===== src/rtl/hazard_ctrl_if.sv =====
// hazard_ctrl_if: pipeline-side hazard inputs and stall/flush controls for the hazard unit
interface hazard_ctrl_if;
    logic [4:0]  rs1_D, rs2_D, rd_E, rd_M, rd_W;
    logic        use1_D, use2_D, regWrite_E, regWrite_M, regWrite_W, PCSrc_M;
    logic        pc_en, if_id_en, if_id_flush, id_ex_flush, ex_mem_flush, stall;
    logic [31:0] stall_cnt, flush_cnt;
    modport master (
        output rs1_D, rs2_D, rd_E, rd_M, rd_W, use1_D, use2_D,
               regWrite_E, regWrite_M, regWrite_W, PCSrc_M,
        input  pc_en, if_id_en, if_id_flush, id_ex_flush, ex_mem_flush, stall,
               stall_cnt, flush_cnt
    );
    modport slave (
        input  rs1_D, rs2_D, rd_E, rd_M, rd_W, use1_D, use2_D,
               regWrite_E, regWrite_M, regWrite_W, PCSrc_M,
        output pc_en, if_id_en, if_id_flush, id_ex_flush, ex_mem_flush, stall,
               stall_cnt, flush_cnt
    );
endinterface


===== src/rtl/hazard_ctrl.sv =====
// hazard_ctrl: RAW stall and branch flush control for a 5-stage pipeline without forwarding
module hazard_ctrl (
    input logic clk,
    input logic reset,
    hazard_ctrl_if.slave h
);
    typedef enum logic [1:0] {RUN, STALL, FLUSH} state_t;
    state_t      state;
    logic [1:0]  rem, n;
    logic [31:0] stall_cnt_q, flush_cnt_q;
    logic        hit_e, hit_m, hit_w, hz, br;

    function automatic logic hit(logic u, logic w, logic [4:0] rd, logic [4:0] rs);
        return u & w & (rd == rs) & (rd != 5'd31);
    endfunction

    assign hit_e = hit(h.use1_D, h.regWrite_E, h.rd_E, h.rs1_D) | hit(h.use2_D, h.regWrite_E, h.rd_E, h.rs2_D);
    assign hit_m = hit(h.use1_D, h.regWrite_M, h.rd_M, h.rs1_D) | hit(h.use2_D, h.regWrite_M, h.rd_M, h.rs2_D);
    assign hit_w = hit(h.use1_D, h.regWrite_W, h.rd_W, h.rs1_D) | hit(h.use2_D, h.regWrite_W, h.rd_W, h.rs2_D);

    // nearest producer decides how many bubbles are still needed
    always_comb begin
        n = hit_e ? 2'd3 : hit_m ? 2'd2 : hit_w ? 2'd1 : 2'd0;
    end

    assign br = !reset && h.PCSrc_M;
    assign hz = !reset && !h.PCSrc_M && (state == STALL || (state == RUN && n != 2'd0));

    assign h.stall        = hz;
    assign h.pc_en        = !hz;
    assign h.if_id_en     = !hz;
    assign h.if_id_flush  = br;
    assign h.id_ex_flush  = hz | br;
    assign h.ex_mem_flush = br;
    assign h.stall_cnt    = stall_cnt_q;
    assign h.flush_cnt    = flush_cnt_q;

    always_ff @(posedge clk) begin
        if (reset) begin
            state       <= RUN;
            rem         <= 2'd0;
            stall_cnt_q <= 32'd0;
            flush_cnt_q <= 32'd0;
        end else begin
            if (h.PCSrc_M) begin
                state <= FLUSH;
                rem   <= 2'd0;
            end else begin
                case (state)
                    RUN: begin
                        state <= (n >= 2'd2) ? STALL : RUN;
                        rem   <= (n >= 2'd2) ? n - 2'd1 : 2'd0;
                    end
                    STALL: begin
                        state <= (rem <= 2'd1) ? RUN : STALL;
                        rem   <= (rem == 2'd0) ? 2'd0 : rem - 2'd1;
                    end
                    default: begin
                        state <= RUN;
                        rem   <= 2'd0;
                    end
                endcase
            end
            if (hz && stall_cnt_q != 32'hFFFF_FFFF) stall_cnt_q <= stall_cnt_q + 32'd1;
            if (h.PCSrc_M && flush_cnt_q != 32'hFFFF_FFFF) flush_cnt_q <= flush_cnt_q + 32'd1;
        end
    end
endmodule


===== src/flat_wrapper.sv =====
// flat-port wrapper written by rule: the top's interface ports become plain ports
module hazard_ctrl_flat 
  (clk, reset, h_rs1_D, h_rs2_D, h_rd_E, h_rd_M, h_rd_W, h_use1_D, h_use2_D, h_regWrite_E, h_regWrite_M, h_regWrite_W, h_PCSrc_M, h_pc_en, h_if_id_en, h_if_id_flush, h_id_ex_flush, h_ex_mem_flush, h_stall, h_stall_cnt, h_flush_cnt);
  hazard_ctrl_if h_i ();
  input logic clk;
  input logic reset;
  input wire logic [$bits(h_i.rs1_D)-1:0] h_rs1_D;
  input wire logic [$bits(h_i.rs2_D)-1:0] h_rs2_D;
  input wire logic [$bits(h_i.rd_E)-1:0] h_rd_E;
  input wire logic [$bits(h_i.rd_M)-1:0] h_rd_M;
  input wire logic [$bits(h_i.rd_W)-1:0] h_rd_W;
  input wire logic [$bits(h_i.use1_D)-1:0] h_use1_D;
  input wire logic [$bits(h_i.use2_D)-1:0] h_use2_D;
  input wire logic [$bits(h_i.regWrite_E)-1:0] h_regWrite_E;
  input wire logic [$bits(h_i.regWrite_M)-1:0] h_regWrite_M;
  input wire logic [$bits(h_i.regWrite_W)-1:0] h_regWrite_W;
  input wire logic [$bits(h_i.PCSrc_M)-1:0] h_PCSrc_M;
  output wire logic [$bits(h_i.pc_en)-1:0] h_pc_en;
  output wire logic [$bits(h_i.if_id_en)-1:0] h_if_id_en;
  output wire logic [$bits(h_i.if_id_flush)-1:0] h_if_id_flush;
  output wire logic [$bits(h_i.id_ex_flush)-1:0] h_id_ex_flush;
  output wire logic [$bits(h_i.ex_mem_flush)-1:0] h_ex_mem_flush;
  output wire logic [$bits(h_i.stall)-1:0] h_stall;
  output wire logic [$bits(h_i.stall_cnt)-1:0] h_stall_cnt;
  output wire logic [$bits(h_i.flush_cnt)-1:0] h_flush_cnt;
  assign h_i.rs1_D = h_rs1_D;
  assign h_i.rs2_D = h_rs2_D;
  assign h_i.rd_E = h_rd_E;
  assign h_i.rd_M = h_rd_M;
  assign h_i.rd_W = h_rd_W;
  assign h_i.use1_D = h_use1_D;
  assign h_i.use2_D = h_use2_D;
  assign h_i.regWrite_E = h_regWrite_E;
  assign h_i.regWrite_M = h_regWrite_M;
  assign h_i.regWrite_W = h_regWrite_W;
  assign h_i.PCSrc_M = h_PCSrc_M;
  assign h_pc_en = h_i.pc_en;
  assign h_if_id_en = h_i.if_id_en;
  assign h_if_id_flush = h_i.if_id_flush;
  assign h_id_ex_flush = h_i.id_ex_flush;
  assign h_ex_mem_flush = h_i.ex_mem_flush;
  assign h_stall = h_i.stall;
  assign h_stall_cnt = h_i.stall_cnt;
  assign h_flush_cnt = h_i.flush_cnt;
  hazard_ctrl u_core (.clk(clk), .reset(reset), .h(h_i));
endmodule

===== config.mk =====
export PLATFORM = sky130hd
export DESIGN_NAME = hazard_ctrl_flat
export DESIGN_NICKNAME = d
export VERILOG_FILES = /design/src/rtl/hazard_ctrl_if.sv /design/src/rtl/hazard_ctrl.sv /design/src/flat_wrapper.sv
export SDC_FILE = /design/constraint.sdc
export NUM_CORES = 1
export LEC_CHECK = 0
export BUFFER_PORTS_ARGS = -buffer_cell sky130_fd_sc_hd__buf_2
export CORE_ASPECT_RATIO = 1.2
export CORE_UTILIZATION = 50
export DETAILED_ROUTE_END_ITERATION = 16
export GPL_TIMING_DRIVEN = 0
export PLACE_DENSITY_LB_ADDON = 0.15
export SYNTH_ARGS = -nofsm -noshare
export SYNTH_HDL_FRONTEND = slang
export SYNTH_SLANG_ARGS = --single-unit

===== constraint.sdc =====
create_clock -name clk -period 2.6 [get_ports clk]
set_input_delay 0.26 -clock clk [delete_from_list [all_inputs] [get_ports clk]]
set_output_delay 0.26 -clock clk [all_outputs]
set_load 0.01 [all_outputs]

==> Word-level counts from Yosys, hierarchy flattened <==
Cells that the tools add are included.
{ "totals": {"output_inout_bits": 70, "register_bits": 68, "in_bits": 33} }
{ "classes": {"n_reduce_logical": 14, "eq_ne": 12, "magnitude_cmp": 2, "addsub": 4, "bitwise_logic": 22, "muxes": 10} }
{ "ops": {"columns": ["op", "count"], "rows": [
  ["$add A32 B1 Y32 const B", 2],
  ["$ne A32 B32 Y1 const B", 2],
  ["$eq A5 B5 Y1", 6],
  ["$and A1 B1 Y1", 18],
  ["$ne A5 B5 Y1 const B", 3],
  ["$mux W2", 5],
  ["$pmux W2 S2", 2],
  ["$logic_and A1 B1 Y1", 6],
  ["$logic_not A2 Y1", 2],
  ["$or A1 B1 Y1", 4],
  ["$sub A2 B1 Y2 const B", 2],
  ["$logic_not A1 Y1", 3],
  ["$mux W1", 3],
  ["$eq A2 B1 Y1 const B", 1],
  ["$ge A2 B2 Y1 const B", 1],
  ["$le A2 B1 Y1 const B", 1],
  ["$reduce_bool A2 Y1", 1],
  ["$reduce_or A2 Y1", 1],
  ["$logic_or A1 B1 Y1", 1]
]} }

==> Logic depth before layout (Yosys ltp) <==
Gate-level depths: netlist of run 1.
{ "depth": {"ltp_word": 12, "depth_mapped": 11, "ltp_nobuf": 9} }

==> Least setup slack after synthesis of run 1 <==
No wires, ideal clock.
{ "synth_timing": {"path_type": "register -> register", "from": "register u_core.stall_cnt_q[0], in the netlist u_core.h.stall_cnt[0]", "to": "register u_core.stall_cnt_q[14], in the netlist u_core.h.stall_cnt[14]", "arrival_ns": 2.286, "path_stages_with_launch": 11, "period_less_slack_ns": 2.407, "setup_slack_ns": 0.193, "cell_sequence": "dfxtp_1 ha_1 nand2_1 nor4_4 nand3_1 or2_2 buf_2 nand2_4 buf_6 nor3_1 mux2_2"} }
{ "synth_via": {"elab_chain_cells": 2} }
{ "synth_lines": {"columns": ["element", "line_no", "rtl"], "rows": [
  ["start: declaration", "hazard_ctrl.sv:10", "logic [31:0] stall_cnt_q, flush_cnt_q;"],
  ["start signal: assignment", "hazard_ctrl.sv:64", "if (hz && stall_cnt_q != 32'hFFFF_FFFF) stall_cnt_q <= stall_cnt_q + 32'd1;"],
  ["parallel branches: the longest is 2 deep, another holds $add A32 B1 Y32", null, null]
]} }
Parallel ways; which one is timed is not known.
A chain may end at the register's enable or synchronous reset.

==> Worst setup path after layout of run 1 <==
{ "layout_timing": {"from": "register u_core.flush_cnt_q[20], in the netlist u_core.h.flush_cnt[20]", "to": "register u_core.flush_cnt_q[28], in the netlist u_core.h.flush_cnt[28]"} }
{ "layout_via": {"elab_chain_cells": 2} }
{ "layout_lines": {"columns": ["element", "line_no", "rtl"], "rows": [
  ["start: declaration", "hazard_ctrl.sv:10", null],
  ["start signal: assignment", "hazard_ctrl.sv:65", "if (h.PCSrc_M && flush_cnt_q != 32'hFFFF_FFFF) flush_cnt_q <= flush_cnt_q + 32'd1;"],
  ["parallel branches: the longest is 2 deep, another holds $add A32 B1 Y32", null, null]
]} }
Parallel ways; which one is timed is not known.

==> out/qor.yml, run 1 <==
place:
  dp_hpwl_mm: 7.58
  place.gp.congestion: 0.866
  port_buffers: 102
  dp.cells: 650
  place_ws_ns: -0.199
logic_synthesis:
  synth_compound_gate_area_share_pct: 10.5
  synth-main-ff-cell: "dfxtp_1"
  synth_area_mm2: 0.00381
  synth_top_cell_area_share_pct: 35.7
  ys_seq_area_share_pct: 35.7
  synth_seq_cells: 68
  yosysWarnings: 0
  synthMuxAreaShare_pct: 2.36
  synth_top_family_by_area: "simple AND/OR/NAND/NOR gates"
  synthArstFlopShare_pct: 0
  synth_top_cell_by_area: "dfxtp_1"
  synth_xor_area_share_pct: 13.8
  avgSynthCellArea_um2: 8.33
  synth_edf_count: 0
  ys_types: 47
  synth.most_common_cell: "dfxtp_1"
  synth.area.top_cells: "dfxtp_1 (36%), xor2_1 (9.6%), nor2_1 (5.3%)"
  synth_common_cells: "dfxtp_1 (68), nor2_1 (54), xor2_1 (42)"
  synthSimpleGateAreaFrac_pct: 32.6
  netlist_instances: 458
  synth_nets: 493
  synthAdderAreaFrac_pct: 0.656
status:
  status: "completed"
run:
  max_cap_violations: 0
clocking:
  numCtsBuffers: 9
  htree_levels: 3
  cts.path.max_buffers: 2
  clock_latency_ns: 0.35
  clock-root-buffer: "clkbuf_8"
  path_clk_slew_ns: 0.08
  clock-sinks: 68
  cts_tree: "built"
power:
  power_mw: 2.22
  power.density_mw_per_mm2: 470
  power_leakage_nw: 1.94
  ir_drop_v: 0.000348
timing:
  timing.setup.tns_ns: 0
  min_period_ns: 2.48
  skew_ns: 0.00768
  fin_ws_ns: 0.116
  setup_viol: 0
  final.period_utilization_pct: 95.5
  worst_pin_slew_ns: 0.743
  hold_viol_final: 0
  max_slew_margin_pct: 50.2
  slew_violations: 0
  max_freq_mhz: 403
routing:
  firstDrtPassIters: 4
  wire_per_inst_um: 15.4
  num_vias: 3864
  drt-vias-per-instance: 5.78
  drtAntennaViolNets: 0
  drtIter0Drc: 141
  wl_mm: 10.3
  drc: 0
worst_setup_path:
  cp_max_fo: 7
  crit_family: "simple AND/OR/NAND/NOR gates"
  cp-start-kind: "flop"
  endpoint_kind: "flop"
  slowest_delay_ns: 0.58
  arrival_ns: 2.71
  cp.required_ns: 2.83
  cp_cell_sequence: "nand4_1, or4_4, o41ai_4, buf_4, nor2_2, nor4bb_1, xnor2_1, nor2_1"
  crit_type: "reg2reg"
  crit_buf_inv: 1
  cpMaxStageDelayCell: "or4_4"
floorplan:
  io_pins: 103
  die-area_mm2: 0.00798
  die_x_um: 81.7
  coreArea_mm2: 0.00732
  num_rows: 34
  die_h_um: 97.7
  initial_core_util_pct: 52.1
grt:
  grt_pass1_wl_mm: 16.4
  top_usage_layer: "met2"
  grtUsageMet3_pct: 6.67
  met2_usage_pct: 44.3
  grt_max_degree: 14
  grt_antenna_before_repair: 0
  grtUsageMet1_pct: 31.8
  grt.total_usage_pct: 26.4
  grt_pass1_vias: 3558
  grt_overflow: 0
final_layout:
  diodes: 0
  drive_gt1_share_pct: 28.9
  final_nets: 608
  fill_cells: 670
  finalNonFillerCells: 668
  ff_latch_area_mm2: 0.00137
  syn2layout_area_growth_pct: 23.6
  multi_input_area_mm2: 0.00231
hold_path:
  hold_class: "in2reg"
## area by class of cell
cell class / count / area share, %
Tap cell: 90 / 2.39
Timing Repair Buffer: 106 / 11.5
Clock inverter: 7 / 2.10
Buffer: 22 / 2.52
Inverter: 11 / 0.876
Sequential cell: 68 / 29.0
Clock buffer: 9 / 2.63
Multi-Input combinational cell: 355 / 49.0
## per-layer routing
metal / part of all wire [%] / routed length, um
met5: 0 / 0
met4: 2.1 / 216
met3: 5.7 / 590
met2: 50 / 5110
met1: 43 / 4380
## final timing paths
kind | start | endpoint | slack (ns) | cells past startpoint
worst max-delay path | u_core.h.flush_cnt[20] | u_core.h.flush_cnt[28] | 0.12 | 8
worst min-delay path | h_PCSrc_M | u_core.state[1] | 0.30 | 3
worst max register to register | u_core.h.flush_cnt[20] | u_core.h.flush_cnt[28] | 0.12 | 8
worst min register to register | u_core.h.stall_cnt[5] | u_core.h.stall_cnt[5] | 0.51 | 1
## state kept, by name, indices dropped and copies added (netlist names)
signal,cells
u_core.h.flush_cnt,32
u_core.state,2
u_core.h.stall_cnt,32
u_core.rem,2
## per-stage QoR
stage / utilization [%] / hold WS (ns) / cell area (um^2)
finish: 64.4 / 0.295 / 4710
floorplan: - / 0.420 / 3810
detailed placement: 60.6 / 0.493 / 4440
CTS: 63.8 / 0.287 / 4670
global placement: 60.6 / 0.476 / 4440
global route: 64.4 / 0.308 / 4710
## what timing repair did
item / 4_1_cts / 5_1_grt
gates resized for setup: 0 / 11
hold buffers: 0 / 0
setup buffers: 1 / 3
pin swaps: 2 / 2
endpoints found under the setup margin: 25 / 32
gates cloned: 0 / 0
## cell families (layout without fill, tap and decap cells)
kind of cell | count (synthesis) | in the layout
xor+xnor | 60 | 60
compound gates | 60 | 60
flops | 68 | 68
mux | 8 | 8
fa+ha+maj | 2 | 2
simple gates | 225 | 225
buf+inv | 35 | 155
## worst register-to-register path: cells and delay by family (launching register included)
kind | cells | cell delay, ns
buf+inv | 1 | 0.20
simple gates | 5 | 1.07
flops | 1 | 0.41
compound gates | 1 | 0.54
xor+xnor | 1 | 0.14
## layout by cell type, fill, tap and decap left out, types with 6 or more instances in the layout
cell type and instances:
dfxtp_1 64, o21ai_0 9, clkbuf_1 10, a21oi_1 26
xnor2_1 18, or4_1 15, mux2_2 8, nor2b_1 9
buf_2 107, clkbuf_8 9, nor2_1 53, or3_1 8
nor4_1 7, buf_4 6, nand3_1 29, nor3_1 7
nand4_1 20, nand2_1 27, inv_1 11, xor2_1 42
and3_1 18, o31ai_1 14
## power breakdown
part           internal, mW  switching, mW  total [mW]
combinational        0.0706          0.118       0.188
sequential             1.04        0.00592        1.05
clock                 0.546          0.432       0.979
total                  1.66          0.556        2.22
(Power assumes the default switching activity.)
==> inputs of run 2 (changes only) <==
--- a/config.mk
+++ b/config.mk
@@ -7,10 +7,11 @@
 export LEC_CHECK = 0
 export BUFFER_PORTS_ARGS = -buffer_cell sky130_fd_sc_hd__buf_2
 export CORE_ASPECT_RATIO = 1.2
-export CORE_UTILIZATION = 50
+export CORE_UTILIZATION = 48
 export DETAILED_ROUTE_END_ITERATION = 16
 export GPL_TIMING_DRIVEN = 0
 export PLACE_DENSITY_LB_ADDON = 0.15
+export REMOVE_ABC_BUFFERS = 1
 export SYNTH_ARGS = -nofsm -noshare
 export SYNTH_HDL_FRONTEND = slang
 export SYNTH_SLANG_ARGS = --single-unit
==> constraint.sdc (replaced) <==
create_clock -name clk -period 2 [get_ports clk]
set_input_delay 0.2 -clock clk [delete_from_list [all_inputs] [get_ports clk]]
set_output_delay 0.2 -clock clk [all_outputs]
set_load 0.01 [all_outputs]
==> run 2 against run 1 <==
Effect of this change:
- utilization rose by 9.0 points
- flip-flop and latch count did not move
- critical path depth did not move
- wire length rose by 21%
- fmax rose by 14%
- design area rose by 20%
- hold slack got worse by 0.039 ns
- sequential power rose by 29%
- highest routed layer unchanged
- the run now ends with setup timing left
- largest cell class unchanged
- first-iteration DRC count rose by 65%
==> out/qor.yml, run 2 (synthesized netlist as in run 1, its figures left out) <==
status:
  status: "finished with violations"
  violations: "setup timing"
worst_setup_path:
  startpoint: "u_core.h.stall_cnt[26]"
  reg2reg_depth: 8
  r2r_end: "u_core.h.stall_cnt[30]"
  rr_startpoint: "u_core.h.stall_cnt[26]"
  r2r_setup_slack_ns: -0.18
  cp-start-kind: "flop"
  arrival_ns: 2.44
  crit_type: "reg2reg"
  cp.required_ns: 2.27
  cp_max_fo: 6
  endpoint_kind: "flop"
final_layout:
  multi_input_area_mm2: 0.00274
  layout_common_cells: "buf_2 (93), buf_4 (60), nor2_1 (47), xor2_1 (40)"
  diodes: 0
  finalNonFillerCells: 718
  layout_commonest_cell: "buf_2"
  final_nets: 657
  drive_gt1_share_pct: 48.6
  ff_latch_area_mm2: 0.00144
  syn2layout_area_growth_pct: 48.4
  fill_cells: 610
hold_path:
  min-delay-start: "h_PCSrc_M"
  holdPathEnd: "u_core.state[1]"
  min_path_cells: 3
  hold_class: "in2reg"
grt:
  grt_max_degree: 75
  grt_pass1_wl_mm: 17.9
  grt_overflow: 0
  grt.total_usage_pct: 26.6
  grt_antenna_before_repair: 0
  grt_pass1_vias: 3819
clocking:
  clock-root-buffer: "clkbuf_8"
  numCtsBuffers: 9
  clock-sinks: 68
  clock_latency_ns: 0.35
  cts_tree: "built"
  path_clk_slew_ns: 0.07
  cts.path.max_buffers: 2
  htree_levels: 3
  ctsHoldBuffers: 0
place:
  place_ws_ns: -1.15
  dp_hpwl_mm: 6.55
  place.gp.congestion: 0.886
  dp.cells: 628
  port_buffers: 102
timing:
  final.period_utilization_pct: 109
  max_slew_margin_pct: 45.6
  min_period_ns: 2.18
  skew_ns: 0.00630
  worst_pin_slew_ns: 0.816
  rsz0062_at_grt: "yes"
  fin_ws_ns: -0.176
  setup_viol: 40
  hold_viol_final: 0
  max_freq_mhz: 460
  slew_violations: 0
routing:
  num_vias: 4196
  firstDrtPassIters: 4
  drc: 0
  drtIter0Drc: 233
  drtAntennaViolNets: 0
  wire_per_inst_um: 17.3
  wl_mm: 12.4
  drt-vias-per-instance: 5.84
floorplan:
  coreArea_mm2: 0.00771
  die-area_mm2: 0.00831
  io_pins: 103
  die_h_um: 99.6
  die_x_um: 83.4
  num_rows: 35
  initial_core_util_pct: 49.5
power:
  power_mw: 2.87
  power_leakage_nw: 2.33
  power.density_mw_per_mm2: 507
  ir_drop_v: 0.000511
run:
  max_cap_violations: 0
==> run 2: layer usage <==
layer | up-vias | GRT usage [%] | part of all wire, %
li1 | 1994 | - | -
met1 | 2005 | 30.9 | 41
met2 | 166 | 46.8 | 50
met3 | 31 | 6.56 | 6.0
met4 | 0 | 11.0 | 2.5
met5 | - | 0 | 0
==> run 2: layout make-up <==
type                    count  area share [%]
flip-flops and latches     68            25.5
multi-input cells         364            48.5
inverters                  11           0.774
well taps                  92            2.03
clock inverters             5            1.37
clock buffers              10            2.26
repair buffers            168            19.6
==> run 2: critical path: stages, from the launching register on <==
cell	delay, ns
dfxtp_2	0.35
and4_1	0.25
and3_4	0.21
nand3_2	0.09
buf_4	0.13
nor2_2	0.07
or4_4	0.49
or3_1	0.35
a21oi_1	0.16
==> run 2: how the worst max path moves through the flow <==
stage	end	cells after the start	slack [ns]
after floorplan	u_core.h.stall_cnt[27]	9	-0.73
after global placement	u_core.h.stall_cnt[27]	10	-1.32
after detailed placement	u_core.h.stall_cnt[11]	5	-1.15
after CTS	u_core.h.flush_cnt[26]	7	-0.07
after global routing	u_core.h.stall_cnt[30]	8	-0.21
final	u_core.h.stall_cnt[30]	8	-0.18
==> run 2: timing repair <==
action,in CTS,in global routing
pin swaps,23,35
endpoints found under the setup margin,67,64
endpoints found under the hold margin,0,0
cloned,5,4
buffers inserted,31,36
resized for setup,83,74
==> run 2: report_power, final <==
part           internal (mW)  switching (mW)  leakage [nW]
logic                  0.116           0.181          1.65
registers               1.34         0.00719         0.572
clock network          0.691           0.533         0.102
==> run 2: stage by stage <==
step | hold WS (ns) | setup TNS, ns | area, um^2 | utilization [%]
detailed placement | 0.486 | -48.79 | 4310 | 56.0
CTS | 0.237 | -0.230 | 5060 | 65.7
finish | 0.256 | -1.53 | 5660 | 73.4
global route | 0.251 | -5.39 | 5660 | 73.4
global placement | 0.474 | -50.30 | 4310 | 56.0
floorplan | 0.267 | -16.68 | 3690 | -
